[src/rtl/adder_meter_pkg.sv]
// Shared definitions for the adder ring-oscillator measurement stage.
// Holds the measurement FSM state encoding and the default widths and
// timing constants used by ring_count_meter and its testbench.
package adder_meter_pkg;

  localparam int COUNT_W_DEF       = 32;
  localparam int GATE_W_DEF        = 32;
  localparam int SETTLE_CYCLES_DEF = 16;
  localparam int SYNC_STAGES_DEF   = 2;

  typedef enum logic [1:0] {
    IDLE    = 2'd0,
    SETTLE  = 2'd1,
    MEASURE = 2'd2,
    DONE    = 2'd3
  } meter_state_e;

endpackage

[src/rtl/ring_edge_sync.sv]
// Synchronizer and rising-edge detector for the asynchronous ring output.
// ring samples pass through SYNC_STAGES flops, then one history flop; the
// rise pulse is high for one clock per synchronized 0->1 transition.
// Ports:
//   clk       in  system clock
//   rst_n     in  async active-low reset, clears every flop to 0
//   async_in  in  asynchronous input (adder chain_out)
//   rise      out one-cycle pulse on a synchronized rising edge
module ring_edge_sync #(
  parameter int SYNC_STAGES = 2
) (
  input  logic clk,
  input  logic rst_n,
  input  logic async_in,
  output logic rise
);

  logic [SYNC_STAGES-1:0] sync_q;
  logic                   hist_q;

  always_ff @(posedge clk or negedge rst_n) begin
    if (!rst_n) begin
      sync_q <= '0;
      hist_q <= 1'b0;
    end else begin
      sync_q <= {sync_q[SYNC_STAGES-2:0], async_in};
      hist_q <= sync_q[SYNC_STAGES-1];
    end
  end

  assign rise = sync_q[SYNC_STAGES-1] & ~hist_q;

endmodule

[src/rtl/ring_count_meter.sv]
// Ring-oscillator edge counter for the instrumented Kogge-Stone adder.
// A run enables the ring, waits SETTLE_CYCLES for the synchronizer to
// prime, counts synchronized rising edges for gate_len cycles, then
// publishes the count with a one-cycle done pulse.
//
// Handshake: start is a level request sampled at each posedge while in
// IDLE or DONE and active=1; there is no ready signal and a request seen
// in SETTLE/MEASURE is dropped. done is a one-cycle valid for count and
// overflow, which then stay stable until the next accepted start.
//
// Ports:
//   wb_clk_i   in  system clock
//   rst_n      in  async active-low reset
//   active     in  project select; low forces IDLE and clears results
//   start      in  level start request
//   gate_len   in  measurement window in cycles, captured on accept
//   ring_in    in  asynchronous ring output
//   ring_en    out ring oscillator enable (SETTLE and MEASURE)
//   busy       out high in SETTLE/MEASURE/DONE
//   done       out one-cycle completion pulse
//   count      out last completed edge count
//   overflow   out edge counter saturated during the last run
//   state_dbg  out current FSM state for observation
module ring_count_meter
  import adder_meter_pkg::*;
#(
  parameter int COUNT_W       = COUNT_W_DEF,
  parameter int GATE_W        = GATE_W_DEF,
  parameter int SETTLE_CYCLES = SETTLE_CYCLES_DEF,
  parameter int SYNC_STAGES   = SYNC_STAGES_DEF
) (
  input  logic               wb_clk_i,
  input  logic               rst_n,
  input  logic               active,
  input  logic               start,
  input  logic [GATE_W-1:0]  gate_len,
  input  logic               ring_in,
  output logic               ring_en,
  output logic               busy,
  output logic               done,
  output logic [COUNT_W-1:0] count,
  output logic               overflow,
  output meter_state_e       state_dbg
);

  localparam int SETTLE_W = $clog2(SETTLE_CYCLES + 1);

  meter_state_e         state_q;
  meter_state_e         state_nx;
  logic                 accept;
  logic [SETTLE_W-1:0]  settle_cnt_q;
  logic [GATE_W-1:0]    gate_cnt_q;
  logic [COUNT_W-1:0]   count_q;
  logic                 overflow_q;
  logic                 rise;

  ring_edge_sync #(
    .SYNC_STAGES(SYNC_STAGES)
  ) u_edge_sync (
    .clk      (wb_clk_i),
    .rst_n    (rst_n),
    .async_in (ring_in),
    .rise     (rise)
  );

  // State register.
  always_ff @(posedge wb_clk_i or negedge rst_n) begin
    if (!rst_n) begin
      state_q <= IDLE;
    end else begin
      state_q <= state_nx;
    end
  end

  // Next-state logic. The settle and gate counters are down-counters that
  // exit on their 1->0 step, so each phase lasts exactly its loaded value.
  // The gate counter holds the captured gate_len through SETTLE, which is
  // how a zero window is recognised and MEASURE skipped.
  always_comb begin
    state_nx = state_q;
    accept   = 1'b0;
    if (!active) begin
      state_nx = IDLE;
    end else begin
      case (state_q)
        IDLE: begin
          if (start) begin
            state_nx = SETTLE;
            accept   = 1'b1;
          end
        end
        SETTLE: begin
          if (settle_cnt_q == SETTLE_W'(1)) begin
            state_nx = (gate_cnt_q == '0) ? DONE : MEASURE;
          end
        end
        MEASURE: begin
          if (gate_cnt_q == GATE_W'(1)) begin
            state_nx = DONE;
          end
        end
        DONE: begin
          if (start) begin
            state_nx = SETTLE;
            accept   = 1'b1;
          end else begin
            state_nx = IDLE;
          end
        end
        default: state_nx = IDLE;
      endcase
    end
  end

  // Counters and results.
  always_ff @(posedge wb_clk_i or negedge rst_n) begin
    if (!rst_n) begin
      settle_cnt_q <= '0;
      gate_cnt_q   <= '0;
      count_q      <= '0;
      overflow_q   <= 1'b0;
    end else if (!active) begin
      settle_cnt_q <= '0;
      gate_cnt_q   <= '0;
      count_q      <= '0;
      overflow_q   <= 1'b0;
    end else if (accept) begin
      settle_cnt_q <= SETTLE_W'(SETTLE_CYCLES);
      gate_cnt_q   <= gate_len;
      count_q      <= '0;
      overflow_q   <= 1'b0;
    end else begin
      if (state_q == SETTLE && settle_cnt_q != '0) begin
        settle_cnt_q <= settle_cnt_q - SETTLE_W'(1);
      end
      if (state_q == MEASURE) begin
        if (gate_cnt_q != '0) begin
          gate_cnt_q <= gate_cnt_q - GATE_W'(1);
        end
        // An edge arriving with the counter already full is lost; flag it.
        if (rise) begin
          if (count_q == '1) begin
            overflow_q <= 1'b1;
          end else begin
            count_q <= count_q + COUNT_W'(1);
          end
        end
      end
    end
  end

  // Moore outputs.
  always_comb begin
    ring_en   = 1'b0;
    busy      = 1'b0;
    done      = 1'b0;
    case (state_q)
      SETTLE:  begin ring_en = 1'b1; busy = 1'b1; end
      MEASURE: begin ring_en = 1'b1; busy = 1'b1; end
      DONE:    begin busy = 1'b1; done = 1'b1; end
      default: ;
    endcase
  end

  assign count     = count_q;
  assign overflow  = overflow_q;
  assign state_dbg = state_q;

endmodule

[config.mk]
export PLATFORM = sky130hd
export DESIGN_NAME = ring_count_meter
export DESIGN_NICKNAME = d
export VERILOG_FILES = /design/src/rtl/adder_meter_pkg.sv /design/src/rtl/ring_edge_sync.sv /design/src/rtl/ring_count_meter.sv
export SDC_FILE = /design/constraint.sdc
export NUM_CORES = 1
export LEC_CHECK = 0
export CAP_MARGIN = 30
export CORE_MARGIN = 5
export CORE_UTILIZATION = 54
export DETAILED_ROUTE_END_ITERATION = 6
export HOLD_SLACK_MARGIN = 0.02
export PLACE_DENSITY_LB_ADDON = 0.1
export REMOVE_ABC_BUFFERS = 1
export SLEW_MARGIN = 20
export SYNTH_ARGS = -nofsm -noshare
export SYNTH_HDL_FRONTEND = slang
export SYNTH_SLANG_ARGS = --single-unit
export TNS_END_PERCENT = 1
[constraint.sdc]
create_clock -name wb_clk_i -period 2.7 [get_ports wb_clk_i]
set_input_delay 0.675 -clock wb_clk_i [delete_from_list [all_inputs] [get_ports wb_clk_i]]
set_output_delay 0.675 -clock wb_clk_i [all_outputs]
set_load 0.01 [all_outputs]
==> run summary <==
* **share of layout cells above drive strength 1** 0.113
* **leakage** 2.28 nW
* **count of synthesis-stage warnings from yosys** 0
* **number of enable-type register cells in the synthesized netlist** 0
* **post-synthesis sequential area ratio** 0.396
* **pin count of the biggest net entering global routing** 38
* **share of Yosys cell area claimed by the top area cell type** 0.396
* **violation count after the first detailed-routing iteration** 327
* **number of antenna cells inserted** 0
* **number of optimization iterations in the first detailed-route pass** 5
* **reported max-cap violation count** 0
* **Required @ worst endpoint** 2.94 ns
* **Clk Latency, worst-skew pair** 0.35 ns
* **Die X** 104 µm
* **Max FO, Critical Path** 12
* **P&R area growth vs syn** 24.8%
* **areal power density over the cells** 853 nW/µm²
* **commonest cells in the synthesized netlist** sky130_fd_sc_hd__dfrtp_1, sky130_fd_sc_hd__nand2_1, sky130_fd_sc_hd__nor2_1, sky130_fd_sc_hd__o21ai_0, sky130_fd_sc_hd__a21oi_1
* **type of the worst setup path** reg -> reg
* **Slew Viols, Final** 0
* **# setup viols final** 0
* **overall via count from detail_route** 4,678
* **die height** 104 µm
* **min cycle time layout** 2.50 ns
* **Worst Clk Skew** 0.00793 ns
* **num rows** 34
* **number of standard cells in the layout, taps in and fillers out** 730
* **total wire length after detailed routing** 13,100 µm
* **via/cell ratio** 6.41
* **cells traversed along the worst timing path** inv_1 > ha_2 > or3b_2 > nor3_1 > and4_1 > buf_4 > o21ai_1 > a31o_2
* **H-tree levels** 3
* **Final period util** 0.927
* **Finished Core Util** 0.685
* **# port buffers** 74
* **number of failing hold endpoints at the final stage** 0
* **Rel. slew slack** 0.407
* **largest incremental delay on the critical path** 0.51 ns
* **library cell used as clock root buffer** sky130_fd_sc_hd__clkbuf_8
* **placer congestion estimate** 0.890
* **number of buffers created by CTS** 9
* **critical-path cell with the highest stage delay** sky130_fd_sc_hd__or3b_2
* **most used standard cell by instance count after synthesis** sky130_fd_sc_hd__dfrtp_1
* **post-route worst hold slack** 0.300 ns
* **Initial Util** 0.549
* **Placeable Area** 8640 µm²
* **largest cells by area after synthesis** sky130_fd_sc_hd__dfrtp_1, sky130_fd_sc_hd__nand2_1, sky130_fd_sc_hd__o21ai_0, sky130_fd_sc_hd__nor2_1, sky130_fd_sc_hd__ha_1
* **asr flop ratio synth** 1.00
* **Nets** 666
* **antenna violations before repair** 0
* **average cell area after synthesis** 8.89 µm²
* **worst endpoint data arrival time** 2.74 ns
* **least setup slack across all paths after layout** 0.198 ns
* **status** finished, final reports clean
* **placed cells** 713
* **vias in the first global route** 4,536
* **maximum number of buffers from clock root to sink** 2
* **startpoint of the lowest-slack register-to-register path** gate_cnt_q[1]$_DFFE_PN0P_
* **Placement Setup Slack** 0.117 ns
* **post-synth design cell area** 4740 µm²
* **# DRC** 0
* **routed wirelength normalized by instance count** 17.9 µm
* **remaining antenna violation count after routing** 0
* **clk slew on worst S/H paths** 0.08 ns
* **global-route wire length before repair** 22,000 µm
* **aggregate global-route resource usage** 0.241
* **grt total ovfl** 0
* **post-detailed-placement half-perimeter wirelength** 9330 µm
* **count of pins on the block boundary** 75
* **Synth Flop Type** sky130_fd_sc_hd__dfrtp_1
* **post-synthesis register bit count** 75
* **TritonCTS clock tree** built
* **critical path launch point type** register
* **unrepaired setup endpoints after global routing** no
* **start point of the critical path** gate_cnt_q[1]$_DFFE_PN0P_
* **cell type with the largest total area after synthesis** sky130_fd_sc_hd__dfrtp_1
* **maximum clock rate** 400 MHz
* **CTS Sinks** 75
* **transition at the pin with the smallest max-transition slack** 0.878 ns
* **die outline area** 10,700 µm²
* **count of unique library cells instantiated by Yosys** 65
* **Hold Path Class** in -> async
* **count of mapped cells out of synthesis** 533
* **critical path endpoint category** register
* **Max VDD drop** 0.000569 V
## kinds of logic after synthesis
group | share of synthesized area
AND/OR/NAND/NOR | 0.304
XOR/XNOR | 0.0240
buffers and inverters | 0.0420
AO/OA/AOI/OAI | 0.198
multiplexers | 0.00660
adder cells (fa/ha/maj) | 0.0291
flip-flops | 0.396
## power by group
part | switching, mW | leakage [nW] | internal, mW | total, mW
clock | 0.423 | 0.106 | 0.514 | 0.937
sequential | 0.271 | 1.02 | 1.32 | 1.59
combinational | 1.50 | 1.16 | 1.01 | 2.51
total | 2.19 | 2.28 | 2.85 | 5.04
## per-stage QoR
| stage | setup TNS [ns] | power, mW | area (µm²) |
|---|---|---|---|
| finish | 0 | 5.04 | 5910 |
| global route | 0 | 5.38 | 5910 |
| detailed placement | 0 | 4.03 | 5680 |
| global placement | 0 | 3.98 | 5680 |
| floorplan | -3.34 | 3.19 | 4590 |
| CTS | 0 | 4.99 | 5890 |
## cells in the final DEF (no fill, tap or decap), types with 17 or more instances in the layout
cell type,netlist,layout
sky130_fd_sc_hd__a21oi_1,24,24
sky130_fd_sc_hd__or4_1,18,18
sky130_fd_sc_hd__nor3_1,18,18
sky130_fd_sc_hd__nand3_1,22,22
sky130_fd_sc_hd__o21ai_0,34,34
sky130_fd_sc_hd__buf_4,3,27
sky130_fd_sc_hd__or3_1,19,19
sky130_fd_sc_hd__nand2_1,59,59
sky130_fd_sc_hd__dfrtp_1,75,74
sky130_fd_sc_hd__nand4_1,19,19
sky130_fd_sc_hd__a31oi_1,17,17
sky130_fd_sc_hd__nor2_1,41,41
sky130_fd_sc_hd__clkdlybuf4s50_1,0,73
## cell type report
type,count,area [µm²]
inverter,14,52.6
multi-input combinational,416,2670
sequential,75,1880
fill,718,2720
clock inverter,5,78.8
timing repair buffer,102,973
clock buffer,10,128
tap,108,135
## critical path, delay by kind of cell, from the launching register on
| family | cells | cell delay (ns) |
|---|---|---|
| AND/OR/NAND/NOR | 3 | 1.02 |
| AO/OA/AOI/OAI | 2 | 0.38 |
| flip-flops | 1 | 0.45 |
| buffers and inverters | 2 | 0.33 |
| adder cells (fa/ha/maj) | 1 | 0.21 |
## flip-flops by register name, indices dropped and copies added (netlist names)
signal and count:
state_dbg 2, u_edge_sync.sync_q 2, count 32, gate_cnt_q 32, u_edge_sync.hist_q 1, overflow 1
settle_cnt_q 5
## routing by layer
layer	routed length (µm)	GRT usage
met1	5610	0.322
met2	6360	0.394
met3	878	0.0498
met4	217	0.0749
met5	0	0
## worst paths after layout
check                                                   to  slack, ns  cells past startpoint
min in group wb_clk_i      u_edge_sync.sync_q[1]$_DFF_PN0_       0.36                      0
hold reg to reg            u_edge_sync.sync_q[1]$_DFF_PN0_       0.36                      0
hold / removal                       count[25]$_DFFE_PN0P_       0.30                      1
setup / recovery                gate_cnt_q[13]$_DFFE_PN0P_       0.20                      8
setup reg to reg                gate_cnt_q[13]$_DFFE_PN0P_       0.20                      8
max in group asynchronous            count[11]$_DFFE_PN0P_       1.81                      2
## timing repair
action / 4_1_cts / 5_1_grt
gates resized for setup: 0 / 3
hold buffers: 0 / 0
setup endpoints to repair: 0 / 1
buffers inserted: 0 / 2
No activity file was read; power rests on OpenSTA's default activity.
